`src/rtl/rtc_read_sequencer.sv`:
```
// Reads the six date/time bytes out of the RTC: a RAM-transfer command, then
// one address/data pair per byte, each byte written into the local register file.
//
// state | meaning
// IDLE  | bus released, waiting for Inicie
// CMD_A | address phase of the RTC-to-RAM transfer command (F0h)
// CMD_D | dummy data phase of the transfer command (00h)
// RD_A  | address phase for register 21h+idx
// RD_D  | data phase: read strobe, capture, register-file write
// DONE  | one-cycle completion pulse, back to IDLE
module rtc_read_sequencer #(
    parameter int TW = 4
) (
    input  logic       Clock,
    input  logic       Reset,
    input  logic       Inicie,
    input  logic [7:0] DatoBusIn,
    output logic       ADF,
    output logic       CSF,
    output logic       RDF,
    output logic       WRF,
    output logic [7:0] DireccionF,
    output logic       SDF,
    output logic [3:0] AddRegF,
    output logic [7:0] DatoRegF,
    output logic       WeRegF,
    output logic       BusyF,
    output logic       ReadyF
);

    typedef enum logic [2:0] {IDLE, CMD_A, CMD_D, RD_A, RD_D, DONE} state_t;
    typedef enum logic [1:0] {SETUP, STROBE, HOLD, RECOVER} phase_t;

    localparam logic [3:0] CNT_LAST = 4'(TW - 1);

    state_t     state, state_n;
    phase_t     phase, phase_n;
    logic [3:0] cnt, cnt_n;
    logic [2:0] idx, idx_n;
    logic [7:0] cap, cap_n;
    logic       xfer_n, drive_n, write_n, we_n;
    logic [7:0] dir_n;

    always_comb begin
        state_n = state;
        phase_n = phase;
        cnt_n   = cnt;
        idx_n   = idx;
        cap_n   = cap;
        case (state)
            IDLE: begin
                if (Inicie) begin
                    state_n = CMD_A;
                    phase_n = SETUP;
                    cnt_n   = '0;
                    idx_n   = '0;
                end
            end
            DONE: begin
                state_n = IDLE;
                phase_n = SETUP;
                cnt_n   = '0;
                idx_n   = '0;
            end
            default: begin
                case (phase)
                    SETUP: begin
                        phase_n = STROBE;
                        cnt_n   = '0;
                    end
                    STROBE: begin
                        if (cnt == CNT_LAST) begin
                            phase_n = HOLD;
                            cnt_n   = '0;
                            if (state == RD_D) cap_n = DatoBusIn;
                        end else begin
                            cnt_n = cnt + 4'd1;
                        end
                    end
                    HOLD: begin
                        phase_n = RECOVER;
                        cnt_n   = '0;
                    end
                    default: begin
                        phase_n = SETUP;
                        cnt_n   = '0;
                        case (state)
                            CMD_A:   state_n = CMD_D;
                            CMD_D:   state_n = RD_A;
                            RD_A:    state_n = RD_D;
                            default: begin
                                if (idx == 3'd5) begin
                                    state_n = DONE;
                                end else begin
                                    idx_n   = idx + 3'd1;
                                    state_n = RD_A;
                                end
                            end
                        endcase
                    end
                endcase
            end
        endcase
    end

    // Outputs are decoded from the next state so each registered output lines
    // up with the sub-phase it belongs to, with no extra cycle of lag.
    always_comb begin
        xfer_n  = state_n inside {CMD_A, CMD_D, RD_A, RD_D};
        write_n = state_n inside {CMD_A, CMD_D, RD_A};
        drive_n = write_n && (phase_n != RECOVER);
        we_n    = (state_n == RD_D) && (phase_n == HOLD);
        case (state_n)
            CMD_A:   dir_n = 8'hF0;
            RD_A:    dir_n = 8'h21 + {5'b0, idx_n};
            default: dir_n = 8'h00;
        endcase
    end

    always_ff @(posedge Clock or negedge Reset) begin
        if (!Reset) begin
            state      <= IDLE;
            phase      <= SETUP;
            cnt        <= '0;
            idx        <= '0;
            cap        <= 8'h00;
            ADF        <= 1'b1;
            CSF        <= 1'b1;
            RDF        <= 1'b1;
            WRF        <= 1'b1;
            SDF        <= 1'b0;
            DireccionF <= 8'h00;
            WeRegF     <= 1'b0;
            AddRegF    <= 4'h0;
            DatoRegF   <= 8'h00;
            BusyF      <= 1'b0;
            ReadyF     <= 1'b0;
        end else begin
            state      <= state_n;
            phase      <= phase_n;
            cnt        <= cnt_n;
            idx        <= idx_n;
            cap        <= cap_n;
            ADF        <= !(state_n inside {CMD_A, RD_A});
            CSF        <= !(xfer_n && (phase_n != RECOVER));
            WRF        <= !(write_n && (phase_n == STROBE));
            RDF        <= !((state_n == RD_D) && (phase_n == STROBE));
            SDF        <= drive_n;
            DireccionF <= drive_n ? dir_n : 8'h00;
            WeRegF     <= we_n;
            AddRegF    <= we_n ? {1'b0, idx_n} : 4'h0;
            DatoRegF   <= we_n ? cap_n : 8'h00;
            BusyF      <= xfer_n;
            ReadyF     <= (state_n == DONE);
        end
    end

endmodule

```
`config.mk`:
```
export PLATFORM = sky130hd
export DESIGN_NAME = rtc_read_sequencer
export DESIGN_NICKNAME = d
export VERILOG_FILES = /design/src/rtl/rtc_read_sequencer.sv
export SDC_FILE = /design/constraint.sdc
export NUM_CORES = 1
export LEC_CHECK = 0
export CAP_MARGIN = 20
export CORE_MARGIN = 5
export CORE_UTILIZATION = 44
export DETAILED_ROUTE_END_ITERATION = 12
export PLACE_DENSITY = 0.85
export SLEW_MARGIN = 10
export SYNTH_ARGS = -nofsm -noshare
export SYNTH_HDL_FRONTEND = slang
export SYNTH_SLANG_ARGS = --single-unit
export TNS_END_PERCENT = 5
```
`constraint.sdc`:
```
create_clock -name Clock -period 1.8 [get_ports Clock]
set_clock_uncertainty 0.2 [all_clocks]
set_input_delay 0.36 -clock Clock [delete_from_list [all_inputs] [get_ports Clock]]
set_output_delay 0.36 -clock Clock [all_outputs]
set_load 0.03 [all_outputs]
```
* Yosys cells after proc, flatten, opt, wreduce, memory -nomap -nowiden *
Cells that the tools add are included.
Widths: inputs -> output; s select.

operators by class
  reductions and logical operators = 17
  $add $sub $neg = 3
  multiplexer cells = 26
  equality and inequality tests = 18

operators by type and width
  cell                 number
  $mux 8               6
  $mux 3               8
  $pmux 8 s2           1
  $eq 3x3->1 const B   5
  $eq 3x2->1 const B   4
  $mux 4               3
  $pmux 3 s2           2
  $pmux 3 s3           1
  $pmux 4 s2           1
  $add 6x3->7 const A  1
  $eq 3x1->1 const B   2
  $pmux 2 s3           1
  $reduce_or 3->1      2
  $logic_and 1x1->1    5
  $add 4x1->4 const B  1
  $eq 2x1->1 const B   2
  $eq 2x2->1 const B   2
  $eq 4x2->1 const B   1
  $logic_not 1->1      4
  $mux 2               2
  $ne 2x2->1 const B   2
  $pmux 2 s2           1
  $reduce_bool 4->1    1
  $add 3x1->3 const B  1
  5 further kinds      5

storage, ports and cells
  bits in registers = 47

* Logic depth before layout (Yosys ltp) *
  word-level depth = 9
  gate-level depth with buffers = 10

* Least setup slack after synthesis *
Ideal clock, no wire load.

  kind = register -> register
  start = register idx[0]
  end = register DireccionF[2]
  clock period less this slack = 1.926 ns
  data arrival time = 1.602 ns
  required time = 1.476 ns
  setup slack = -0.126 ns
  buffers on the path = 0
  stages on the path, launching flop included = 10
  setup time = 0.124 ns
  cell sequence = dfrtp_1 ha_1 nand2_1 nand3_1 xor2_1 or2_1 inv_1 ha_1 xnor2_1 nor2_1

on the way
  elaborated cells between the ends (all ways) = 19
  classes of those cells = add/sub (2); eq/ne (4); mux (11); reduce/logical (2)

RTL lines
  what                                              RTL line  RTL
  start, declared                                   39        logic [2:0] idx, idx_n;
  start signal, assigned                            142       idx <= idx_n;
  $add 3x1->3 / $eq 3x3->1 (equally long branches)  95, 92
  $mux 3                                            92        if (idx == 3'd5) begin
  $mux 3                                            87        case (state)
  $mux 3                                            66        case (phase)
  $pmux 3 s2 *                                      50        case (state)
  net idx_n[0]                                      39
  $add 6x3->7 *                                     115       RD_A: dir_n = 8'h21 + {5'b0, idx_n};
  $pmux 8 s2 *                                      113       case (state_n)
  $mux 8 *                                          149       DireccionF <= drive_n ? dir_n : 8'h00;
  end signal, assigned                              149
  end, declared                                     22        output logic [7:0] DireccionF,

The timed path passes the listed nets; every way through them passes the cells marked *.
A chain may end at the register's enable or synchronous reset.

* Worst setup path in the final report *
  start = register state[2]
  end = register DireccionF[2]

on the way
  cells in the longest elaborated chain, start to end = 8
  elaborated cells between the ends (all ways) = 23
  classes of those cells = add/sub (1); eq/ne (8); mux (10); reduce/logical (4)

RTL lines
  what                                             RTL line  RTL
  start, declared                                  36        state_t state, state_n;
  start signal, assigned                           139       state <= state_n;
  $eq 3x2->1 / $eq 3x1->1 (equally long branches)  87
  $pmux 3 s3                                       87
  $mux 3                                           66
  $pmux 3 s2 *                                     50
  net state_n[0]                                   36
  $eq 3x1->1 (tied with other cells)               110, 113
  $reduce_bool 3->1                                110       write_n = state_n inside {CMD_A, CMD_D, RD_A};
  $logic_and 1x1->1                                111       drive_n = write_n && (phase_n != RECOVER);
  $mux 8 *                                         149

Marks and branches as above.

==> impl_metrics.toml <==
[status]
status = "finished, violations left"
violations = "negative setup slack"

[power]
p_sw_frac = 0.378
peakVddDrop_mv = 0.519
pwr-share-seq = 0.304
cellLeakagePower_uw = 0.00128
switching_power_uw = 1410
p_int_uw = 2320
p_comb_frac = 0.498
clkPwrFrac = 0.198
power.density_nw_per_um2 = 1440
design_power_total_uw = 3740

[placement]
dp_hpwl_mm = 3.10
gp_congestion = 0.883
port_buffers = 37
place_inst = 271

[cells_and_area]
fillers = 262
layout.cells.non_filler = 285
nets = 251
layout-area-overhead-vs-synth_pct = 49.4
drive_above_1_share = 0.354
fin_util = 0.693
n_antenna_cell = 0

[die]
die_y_um = 72.8
initial_utilization = 0.464
core_area_um2 = 3740
die_x_um = 72.8
io_pins = 39
dieArea_um2 = 5300
num_rows = 22

[min_path]
hold_path.class = "primary input to asynchronous set/reset pin"

[setup_path]
r2r_cells = 6
start_kind = "flip-flop"
r2r_slack_ps = -120
cp_max_fo = 7
cp.arrival_ps = 1900
crit_required_ps = 1790
path_class = "flip-flop to flip-flop"
critPathCaptureType = "flip-flop"

[synth]
synth_cells = 161
syn_area_um2 = 1740
yosysSeqAreaShare = 0.536
postSynthAreaPerCell_um2 = 10.8
ys_types = 50
ys_warn_count = 0
synth_nets = 176
yosys_register_bits = 37

[global_route]
grt_pass1_vias = 1475
grt_pass1_wl_mm = 7.00
antenna_found_initial = 0
grt_usage = 0.174
grt_max_degree = 22
overflow = 0

[timing]
finalSetupViolations = 14
setup_ws_ps = -117
rsz0062_at_grt = "true"
fmax_ghz = 0.522
fin_crit_sh = 1.07
slew_violations = 0
layout_min_cycle_time_ps = 1920
setup_tns_ps = -849
hold_viol_final = 0

[cts]
clockRootBuffer = "clkbuf_8"
cts_made_buffers = 5
htree_levels = 2
clk_pin_slew_worst_paths_ps = 70
clk_latency_ps = 290
clock-sinks = 37
clk_path_buf_depth = 2
cts_tree = "done"

[detailed_routing]
drc_errors = 0
drtIter0Drc = 62
drt-wirelength-per-cell_um = 16.1
via_per_inst = 5.27
vias = 1503
ant_nets = 0
dr.pass1.iters = 4
wl_mm = 4.59

[flow_run]
drv_cap = 0
[final timing paths]
check | start | to
worst max-delay path | state[2]$_DFF_PN0_ | DireccionF[2]$_DFF_PN0_
worst min-delay path | Reset | cnt[0]$_DFFE_PN0P_
worst max register to register | state[2]$_DFF_PN0_ | DireccionF[2]$_DFF_PN0_
worst min register to register | cnt[3]$_DFFE_PN0P_ | cnt[3]$_DFFE_PN0P_
max in group asynchronous | Reset | CSF$_DFF_PN1_
min in group Clock | cnt[3]$_DFFE_PN0P_ | cnt[3]$_DFFE_PN0P_
[final cells by class]
type,count,area (um^2),share of cell area
Inverter,9,35.0,0.0135
Multi-Input combinational cell,104,776,0.299
Sequential cell,37,935,0.360
Timing Repair Buffer,79,673,0.259
Tap cell,48,60.1,0.0231
Clock buffer,7,86.3,0.0333
Clock inverter,1,30.0,0.0116
[stage by stage]
| step | hold slack [ps] | area [um^2] | setup slack, ps |
|---|---|---|---|
| final | 325 | 2590 | -117 |
| after global routing | 369 | 2590 | -182 |
| after CTS | 333 | 2500 | -109 |
| after detailed placement | 107 | 2390 | -497 |
| after global placement | 104 | 2390 | -453 |
| after floorplan | -136 | 1750 | -53.3 |
[sequential cells by signal, summed over array words and instances, names as in the netlist, 2 cells and up]
| register | cells |
|---|---|
| state | 3 |
| DireccionF | 6 |
| DatoRegF | 8 |
| cnt | 4 |
| phase | 2 |
| AddRegF | 3 |
| idx | 3 |
[power groups by stage]
stage / clock network [uW] / logic (uW) / registers [uW]
3_3_place_gp: 0 / 1670 / 1130
3_5_place_dp: 0 / 1710 / 1130
4_1_cts: 754 / 1680 / 1120
2_1_floorplan: 0 / 836 / 1290
5_1_grt: 790 / 2010 / 1160
6_report: 740 / 1860 / 1130
[cells in the final DEF (no fill, tap or decap), types with 2 or more instances in the layout]
cell and instances:
nand4b_1 2, dfrtp_1 30, dfrtp_2 3, a21oi_1 4, nor3_2 3, and3_1 2
nand4_1 3, nor2b_2 2, nor2_1 8, ha_1 3, nand2_2 2, nor3_1 3
o31ai_1 2, nor2_2 2, nand2b_1 4, o22ai_1 2, o21ai_0 8, clkdlybuf4s50_1 8
buf_6 2, dfstp_2 4, and2_1 9, clkbuf_8 6, nand2_1 9, nor4_2 2
dlygate4sd2_1 26, inv_1 7, a22o_1 2, buf_4 38
[metal layers]
layer / share of wire / up-vias / GRT usage
met1: 0.40 / 738 / 0.206
met2: 0.51 / 56 / 0.293
met5: 0 / - / 0
met3: 0.070 / 8 / 0.0441
met4: 0.020 / 0 / 0.0840
li1: - / 701 / -
[critical path, stage by stage, from the launching register on]
cell and delay [ps]:
dfrtp_2 490, nor2b_2 220, a2111oi_2 420, nor2_2 140
nand4b_1 160, buf_4 150, nor2_1 40
[cells in the mapped netlist, drive strengths merged]
library cell | instances | area, um^2
o311ai | 1 | 16.3
inv | 8 | 30.0
xnor2 | 1 | 8.76
o31a | 1 | 8.76
clkinv | 1 | 5.00
a31oi | 2 | 12.5
and2 | 10 | 62.6
o211ai | 1 | 7.51
nor3 | 7 | 56.3
nor3b | 3 | 27.5
buf | 11 | 68.8
dfrtp | 33 | 826
nand4b | 2 | 17.5
or2 | 1 | 6.26
conb | 1 | 3.75
a22o | 2 | 17.5
and2b | 1 | 7.51
nor2 | 10 | 40.0
a21bo | 1 | 10.0
o22a | 1 | 8.76
a41oi | 1 | 8.76
o211a | 1 | 10.0
or4 | 1 | 11.3
dfstp | 4 | 105
nor2b | 4 | 25.0
a21oi | 4 | 20.0
and3 | 2 | 12.5
nand3 | 2 | 10.0
nand2b | 4 | 25.0
nor4b | 1 | 8.76
nor4 | 2 | 25.0
or3 | 2 | 17.5
nand2 | 11 | 41.3
a2111oi | 1 | 10.0
xor2 | 1 | 8.76
ha | 4 | 50.1
o31ai | 2 | 15.0
o22ai | 2 | 12.5
nand3b | 1 | 7.51
o21ai | 9 | 45.0
a21o | 1 | 7.51
nand4 | 3 | 18.8
[cell families (layout without fill, tap and decap cells)]
logic type | count (synthesis) | in the layout | synth area share
and+or+nand+nor | 67 | 67 | 0.242
xor gates and xnor gates | 2 | 2 | 0.0101
adders and majority gates | 4 | 4 | 0.0288
DFF | 37 | 37 | 0.536
other | 1 | 1 | 0.00216
AOI/OAI and AO/OA | 30 | 30 | 0.121
buffers and inverters | 20 | 96 | 0.0598
[what timing repair did]
| action | in CTS | in global routing |
|---|---|---|
| pin swaps | 3 | 8 |
| hold buffers | 1 | 0 |
| resized for setup | 33 | 17 |
| buffers inserted | 0 | 5 |
| endpoints found under the setup margin | 40 | 27 |
| hold endpoints to repair | 16 | 0 |
| gates cloned | 0 | 0 |
Power figures use the tool's default switching activity.
